<file path="src/rtl/gfx_cfg_scheduler.sv">
// Configuration register scheduler: WB/LA round-robin access to a shadow bank,
// copied word-by-word into the active bank on a vertical-blank rising edge.
module gfx_cfg_scheduler #(
    parameter int          ADDR_W    = 4,
    parameter logic [31:0] BASE_ADDR = 32'h3000_0000
) (
    input  logic              wb_clk_i,
    input  logic              wb_rst_ni,
    input  logic              wbs_cyc_i,
    input  logic              wbs_stb_i,
    input  logic              wbs_we_i,
    input  logic [3:0]        wbs_sel_i,
    input  logic [31:0]       wbs_adr_i,
    input  logic [31:0]       wbs_dat_i,
    output logic              wbs_ack_o,
    output logic [31:0]       wbs_dat_o,
    input  logic              la_req_i,
    input  logic              la_we_i,
    input  logic [ADDR_W-1:0] la_adr_i,
    input  logic [31:0]       la_dat_i,
    output logic              la_gnt_o,
    output logic [31:0]       la_dat_o,
    input  logic              vblank_i,
    input  logic [ADDR_W-1:0] cfg_rd_adr_i,
    output logic [31:0]       cfg_rd_dat_o,
    output logic              commit_o,
    output logic              dirty_o
);

    localparam int          WORDS = 1 << ADDR_W;
    localparam logic [31:0] SPAN  = 32'(4 * WORDS);

    typedef enum logic {IDLE, COPY} state_t;

    state_t            state, state_nx;
    logic [31:0]       shadow [WORDS];
    logic [31:0]       active [WORDS];
    logic [ADDR_W-1:0] copy_idx;
    logic [ADDR_W-1:0] wb_idx;
    logic [31:0]       wb_off;
    logic              vblank_q;
    logic              last_la;
    logic              wb_hit, la_hit;
    logic              gnt_wb, gnt_la;
    logic              wb_write, la_write;
    logic              vblank_rise, copy_last;

    // Offset subtraction wraps below BASE_ADDR, so one unsigned compare covers both bounds.
    always_comb begin
        wb_off      = wbs_adr_i - BASE_ADDR;
        wb_idx      = wbs_adr_i[ADDR_W+1:2];
        wb_hit      = wbs_cyc_i & wbs_stb_i & (wb_off < SPAN) & ~wbs_ack_o;
        la_hit      = la_req_i & ~la_gnt_o;
        vblank_rise = vblank_i & ~vblank_q;
        copy_last   = &copy_idx;
    end

    always_comb begin
        state_nx = state;
        gnt_wb   = 1'b0;
        gnt_la   = 1'b0;
        wb_write = 1'b0;
        la_write = 1'b0;
        case (state)
            IDLE: begin
                gnt_wb   = wb_hit & (~la_hit | last_la);
                gnt_la   = la_hit & (~wb_hit | ~last_la);
                wb_write = gnt_wb & wbs_we_i;
                la_write = gnt_la & la_we_i;
                if (vblank_rise && (dirty_o || wb_write || la_write))
                    state_nx = COPY;
            end
            COPY: begin
                if (copy_last)
                    state_nx = IDLE;
            end
            default: state_nx = IDLE;
        endcase
    end

    always_ff @(posedge wb_clk_i or negedge wb_rst_ni) begin
        if (!wb_rst_ni)
            state <= IDLE;
        else
            state <= state_nx;
    end

    // Reset value of last_la makes the first contested grant go to WB.
    always_ff @(posedge wb_clk_i or negedge wb_rst_ni) begin
        if (!wb_rst_ni) begin
            vblank_q  <= 1'b0;
            last_la   <= 1'b1;
            dirty_o   <= 1'b0;
            commit_o  <= 1'b0;
            copy_idx  <= '0;
            wbs_ack_o <= 1'b0;
            wbs_dat_o <= '0;
            la_gnt_o  <= 1'b0;
            la_dat_o  <= '0;
        end else begin
            vblank_q  <= vblank_i;
            commit_o  <= (state == COPY) && copy_last;
            copy_idx  <= (state == COPY) ? copy_idx + ADDR_W'(1) : '0;
            wbs_ack_o <= gnt_wb;
            wbs_dat_o <= (gnt_wb && !wbs_we_i) ? shadow[wb_idx] : '0;
            la_gnt_o  <= gnt_la;
            la_dat_o  <= (gnt_la && !la_we_i) ? shadow[la_adr_i] : '0;
            if (gnt_la)
                last_la <= 1'b1;
            else if (gnt_wb)
                last_la <= 1'b0;
            if ((state == COPY) && copy_last)
                dirty_o <= 1'b0;
            else if (wb_write || la_write)
                dirty_o <= 1'b1;
        end
    end

    always_ff @(posedge wb_clk_i or negedge wb_rst_ni) begin
        if (!wb_rst_ni) begin
            for (int i = 0; i < WORDS; i++)
                shadow[i] <= '0;
        end else if (wb_write) begin
            for (int b = 0; b < 4; b++)
                if (wbs_sel_i[b])
                    shadow[wb_idx][8*b +: 8] <= wbs_dat_i[8*b +: 8];
        end else if (la_write) begin
            shadow[la_adr_i] <= la_dat_i;
        end
    end

    always_ff @(posedge wb_clk_i or negedge wb_rst_ni) begin
        if (!wb_rst_ni) begin
            for (int i = 0; i < WORDS; i++)
                active[i] <= '0;
        end else if (state == COPY) begin
            active[copy_idx] <= shadow[copy_idx];
        end
    end

    always_ff @(posedge wb_clk_i or negedge wb_rst_ni) begin
        if (!wb_rst_ni)
            cfg_rd_dat_o <= '0;
        else
            cfg_rd_dat_o <= active[cfg_rd_adr_i];
    end

endmodule

</file>
<file path="config.mk">
export PLATFORM = sky130hd
export DESIGN_NAME = gfx_cfg_scheduler
export DESIGN_NICKNAME = d
export VERILOG_FILES = /design/src/rtl/gfx_cfg_scheduler.sv
export SDC_FILE = /design/constraint.sdc
export NUM_CORES = 2
export LEC_CHECK = 0
export BUFFER_PORTS_ARGS = -buffer_cell sky130_fd_sc_hd__buf_2
export CAP_MARGIN = 30
export CORE_UTILIZATION = 53
export DETAILED_ROUTE_END_ITERATION = 6
export GPL_TIMING_DRIVEN = 0
export PLACE_DENSITY = 0.74
export REMOVE_ABC_BUFFERS = 1
export SYNTH_ARGS = -nofsm -noshare
export SYNTH_HDL_FRONTEND = slang
export SYNTH_SLANG_ARGS = --single-unit
</file>
<file path="constraint.sdc">
create_clock -name wb_clk_i -period 6.9 [get_ports wb_clk_i]
set_clock_uncertainty 0.2 [all_clocks]
set_input_delay 0.69 -clock wb_clk_i [delete_from_list [all_inputs] [get_ports wb_clk_i]]
set_output_delay 0.69 -clock wb_clk_i [all_outputs]
set_load 0.005 [all_outputs]
</file>
# Word-level counts from Yosys, hierarchy flattened
# Index checks and enable logic that the tools add are counted.
[totals]
out_inout_bits = 100
input_bits = 116
ff_bits = 1131
wordCells = 144
[classes]
add_sub_neg = 2
n_lt_le_gt_ge = 8
n_mux = 53
bitwise_logic = 22
n_reduce_logical = 16
[op_table]
columns = ["operator", "n"]
rows = [
  ["2-to-1 mux 512 bit", 9],
  ["bitwise mux 512 bit", 6],
  ["demux 32 bit (select 4 bit)", 6],
  ["binary-select mux 32 bit (select 4 bit)", 4],
  ["2-to-1 mux 32 bit", 13],
  ["< comparator 32 x 7 -> 1 bit (second input constant)", 1],
  ["subtractor 32 x 30 -> 32 bit (second input constant)", 1],
  ["2-to-1 mux 24 bit", 1],
  ["greater-or-equal comparator 5 bit (second input constant)", 4],
  ["inverter 4 -> 5 bit", 4],
  ["2-to-1 mux 16 bit", 1],
  ["< comparator 5 x 1 -> 1 bit (second input constant)", 3],
  ["2-to-1 mux 1 bit", 10],
  ["AND 1 bit", 9],
  ["2-to-1 mux 8 bit", 1],
  ["logical AND 1 bit", 7],
  ["inverter 1 bit", 7],
  ["nonzero test 2 bit", 3],
  ["adder 4 x 1 -> 4 bit (second input constant)", 1],
  ["2-to-1 mux 4 bit", 1],
  ["AND reduction 4 bit", 1],
  ["logical OR 1 bit", 3],
  ["logical NOT 1 bit", 2],
  ["OR 1 bit", 2],
  ["one-hot mux 1 bit (2 select lines)", 1],
]

# Logic depth before layout (Yosys ltp)
[depth]
word_depth = 17
depth_mapped = 10
ltp_nobuf = 6

# Worst setup path after synthesis
# Ideal clock, no wire load.
[synth_timing]
kind = "input to register"
start = "in wbs_adr_i[12]"
end = "reg shadow[0] (netlist bit)"
arrival_time_ns = 3.039
setup_ns = 0.125
stages = 6
required_time_ns = 6.575
slack_ns = 3.536
path_buffers = 0
cell_sequence = "nor4bb_1 -> nand4_1 -> nor4_4 -> nand4_2 -> a22oi_4 -> mux2_2"
[synth_via]
elab_chain_cells = 10
elab_cells_between_ends = 14
classes_between = "add/sub (1); order compare (1); mux (3); bitwise (8); reduce/logical (1)"
[synth_lines]
columns = ["element", "line", "rtl"]
rows = [
  ["start: declaration", "13", "input logic [31:0] wbs_adr_i,"],
  ["subtractor 32 x 30 -> 32 bit *", "50", "wb_off = wbs_adr_i - BASE_ADDR;"],
  ["< comparator 32 x 7 -> 1 bit *", "52", "wb_hit = wbs_cyc_i & wbs_stb_i & (wb_off < SPAN) & ~wbs_ack_o;"],
  ["AND 1 bit * (2 in series)", "52", ""],
  ["inverter 1 bit", "67", "gnt_la = la_hit & (~wb_hit | ~last_la);"],
  ["OR 1 bit", "67", ""],
  ["AND 1 bit", "67", ""],
  ["AND 1 bit", "69", "la_write = gnt_la & la_we_i;"],
  ["2-to-1 mux 1 bit", "64", "case (state)"],
  ["nonzero test 2 bit (no line)", "n/a", ""],
  ["end signal: indexed assignment", "126", "shadow[wb_idx][8*b +: 8] <= wbs_dat_i[8*b +: 8];"],
  ["end signal: indexed assignment", "128", "shadow[la_adr_i] <= la_dat_i;"],
  ["end: declaration", "36", "logic [31:0] shadow [WORDS];"],
]
# Every way passes the cells marked *; elsewhere a longest branch is shown, timed or not.
# A chain may end at the register's enable or synchronous reset.

# Worst setup path in the final report
[layout_timing]
start = "reg state"
end = "reg shadow[501] (netlist bit)"
[layout_via]
elab_chain_cells = 2
elab_cells_between_ends = 4
classes_between = "mux (3); reduce/logical (1)"
[layout_lines]
columns = ["element", "line", "rtl"]
rows = [
  ["start: declaration", "35", "state_t state, state_nx;"],
  ["start signal: assignment", "85", "state <= state_nx;"],
  ["2-to-1 mux 1 bit", "64", ""],
  ["2-to-1 mux 512 bit / nonzero test 2 bit (equally long branches)", "n/a", ""],
]
# Parallel ways exist; a longest one is shown, timed or not.

==> metrics.txt <==
Syn Inst Count=4829; DRC viols=27; Peak VDD IR=0.3709 mV; Num CTS Buffers=114; clk_lat worst skew=0.74 ns; final wirelength=201500 um; Die Ht=342.5 um; cell area after layout=0.06908 mm2; DP Area=0.06512 mm2; Max-Cap Viols=0; Port Buffers=213; final setup vio count=0; hold crit path type=input pin to flop; Met1 Wirelength=69120 um; post-DP HPWL=117300 um; layout cells sized above 1=0.3641; pwr dens=298.0 mW/mm2; post-layout min period=5.107 ns; final net count=4924; startpoint type of the worst setup path=flop; row count=124; violated checks=design-rule violations; Synth cell types=38; DRT Pass-1 Iters=7; Syn-to-layout area delta=12.40%; r2r worst-path depth=7; gr ovfl total=0; CTS resizes=0; post-synthesis sequential element count=1131; number of synthesized flops with an enable pin=0; footprint of the multi-input gates=0.03167 mm2; mapped cell area=0.06146 mm2; postcts setup bufs=0; Root Driver=clkbuf_16; top cell type's share of synthesized area=0.4601; area leader, netlist=dfrtp_1; global placement routability congestion=0.8580; Initial DRC Count=6353; worst hold path startpoint=la_req_i; top cells by area, synth=dfrtp_1, mux4_2, mux2_2, o22ai_1, nand2_1; fillcell total=8633; hold buffer count at CTS=2; WL/cell=31.35 um; synth cell count leaders=dfrtp_1, nand2_1, mux4_2; slew margin rel.=0.2664; fmax=0.1958 GHz; first-pass GRT wire length=299100 um; FF+latch area=0.02832 mm2; total track usage=0.3454; Required @ worst endpoint=7.30 ns; Hold EP=la_gnt_o$_DFF_PN0_; vias in the first global route=47.64k; Vias=46.68k; leakage power=29.36 nW; Vias/cell=7.262; final hold vios=0; cell with the most instances after synthesis=dfrtp_1; DIE WIDTH=342.5 um; Clock H-tree levels=3; worst slew pin tran=1.100 ns; remaining antenna violation count=0; core area=0.1147 mm2; Met3 Wirelength=26890 um; hold path depth=3; crit share post-route=0.7401; syn avg cell area=12.73 um2; initial antenna violation count=24; RSZ-0062 raised after global routing=no; setup TNS=0 ns; largest net degree at the start of global routing=167; Crit Path Max Fanout=36; I/O pins=216; Sink Count=1131; Synth Warn #=0; critical path class=flop to flop; final max-slew violation count=0; Worst EP arrival=5.50 ns; CTS Buffer Depth=3; met2 wire len=90750 um; uppermost routed layer=met5; die area=0.1173 mm2; R2R Path End=shadow[501]$_DFFE_PN0P_; Crit Reg-Reg Startpoint=state$_DFF_PN0_; Worst setup EP type=flop; Initial Util=0.5360; sequential fraction of the synthesis area=0.4605; clock-pin slew on the worst setup and hold paths=0.07 ns; Synth async-reset ratio=1.000; setup slack, reg-to-reg=1.79 ns; outcome=complete, but fails checks; CTS tree=yes; dominant synthesized flop cell=dfrtp_1
[report_power, final]
group          internal (W)  leakage (nW)  switching (W)
clock               0.00373          1.90        0.00271
combinational       0.00210          12.0        0.00325
sequential          0.00791          15.5       0.000890
[registers in the layout (all words and copies together) (netlist names)]
signal	cells
la_gnt_o	1
cfg_rd_dat_o	32
vblank_q	1
wbs_ack_o	1
commit_o	1
dirty_o	1
la_dat_o	32
state	1
copy_idx	4
shadow	512
last_la	1
active	512
wbs_dat_o	32
[critical path, cell delays in order, from the launching register on]
cell,delay [ns]
dfrtp_1,0.63
buf_8,0.29
inv_1,0.49
nand2_1,0.26
nor2_1,0.66
nand3_4,0.94
a22oi_2,1.07
mux2_2,0.42
[cells by family after synthesis]
family	count (synthesis)	synth area share
AO/OA/AOI/OAI	1124	0.1177
XOR/XNOR	2	0.0002851
adder cells (fa/ha/maj)	4	0.0008144
buffers and inverters	473	0.02946
flip-flops	1131	0.4605
multiplexers	1185	0.3279
AND/OR/NAND/NOR	910	0.06338
[final cells by class]
class	instances	area share
Tap cell	1512	0.02739
Timing Repair Buffer	326	0.04747
Clock inverter	45	0.007372
Inverter	6	0.0003260
Clock buffer	169	0.04854
Multi-Input combinational cell	3225	0.4584
Antenna cell	14	0.0005072
Sequential cell	1131	0.4099
[metal layers]
metal / vias up / GRT usage
met1: 23509 / 0.4302
met5: - / 0.005609
met3: 1010 / 0.1187
met2: 3568 / 0.5180
li1: 18573 / -
met4: 22 / 0.2181
[cells in the final DEF, fill, tap and decap left out, types with 21 or more instances in the layout]
master and instances:
a22oi_4 55, and3_1 33, buf_12 23, buf_16 38
buf_2 201, buf_6 33, buf_8 21, clkbuf_1 29
clkbuf_16 117, clkbuf_8 23, clkinv_2 24, dfrtp_1 1126
mux2_2 545, mux2i_1 32, mux4_2 608, nand2_1 738
nand3_4 21, nor2b_1 40, o21ai_0 513, o21ai_1 28
o22ai_1 512
[how the worst max path moves through the flow]
| stage | slack, ns | depth (start not counted) | endpoint | from |
|---|---|---|---|---|
| 6_report | 1.79 | 7 | shadow[501]$_DFFE_PN0P_ | state$_DFF_PN0_ |
| 3_3_place_gp | -19.59 | 1 | shadow[91]$_DFFE_PN0P_ | wb_rst_ni |
| 2_1_floorplan | -0.61 | 4 | active[0]$_DFFE_PN0P_ | copy_idx[0]$_DFF_PN0_ |
| 5_1_grt | 1.84 | 7 | shadow[501]$_DFFE_PN0P_ | state$_DFF_PN0_ |
| 4_1_cts | 2.06 | 7 | shadow[501]$_DFFE_PN0P_ | state$_DFF_PN0_ |
| 3_5_place_dp | 1.60 | 8 | shadow[79]$_DFFE_PN0P_ | wbs_adr_i[12] |
[metrics by stage]
| step | setup slack [ns] | total power [W] | util | instances | hold slack, ns |
|---|---|---|---|---|---|
| 2_1_floorplan | -0.6139 | 0.01164 | - | 4362 | 0.1944 |
| 3_3_place_gp | -19.59 | 0.01357 | 0.5462 | 6087 | 0.2561 |
| 3_5_place_dp | 1.598 | 0.01413 | 0.5680 | 6195 | 0.2654 |
| 4_1_cts | 2.065 | 0.02054 | 0.6019 | 6411 | 0.2485 |
| 5_1_grt | 1.838 | 0.02142 | 0.6023 | 6421 | 0.2739 |
| 6_report | 1.793 | 0.02058 | 0.6025 | 6428 | 0.2675 |
Power figures use the tool's default switching activity.
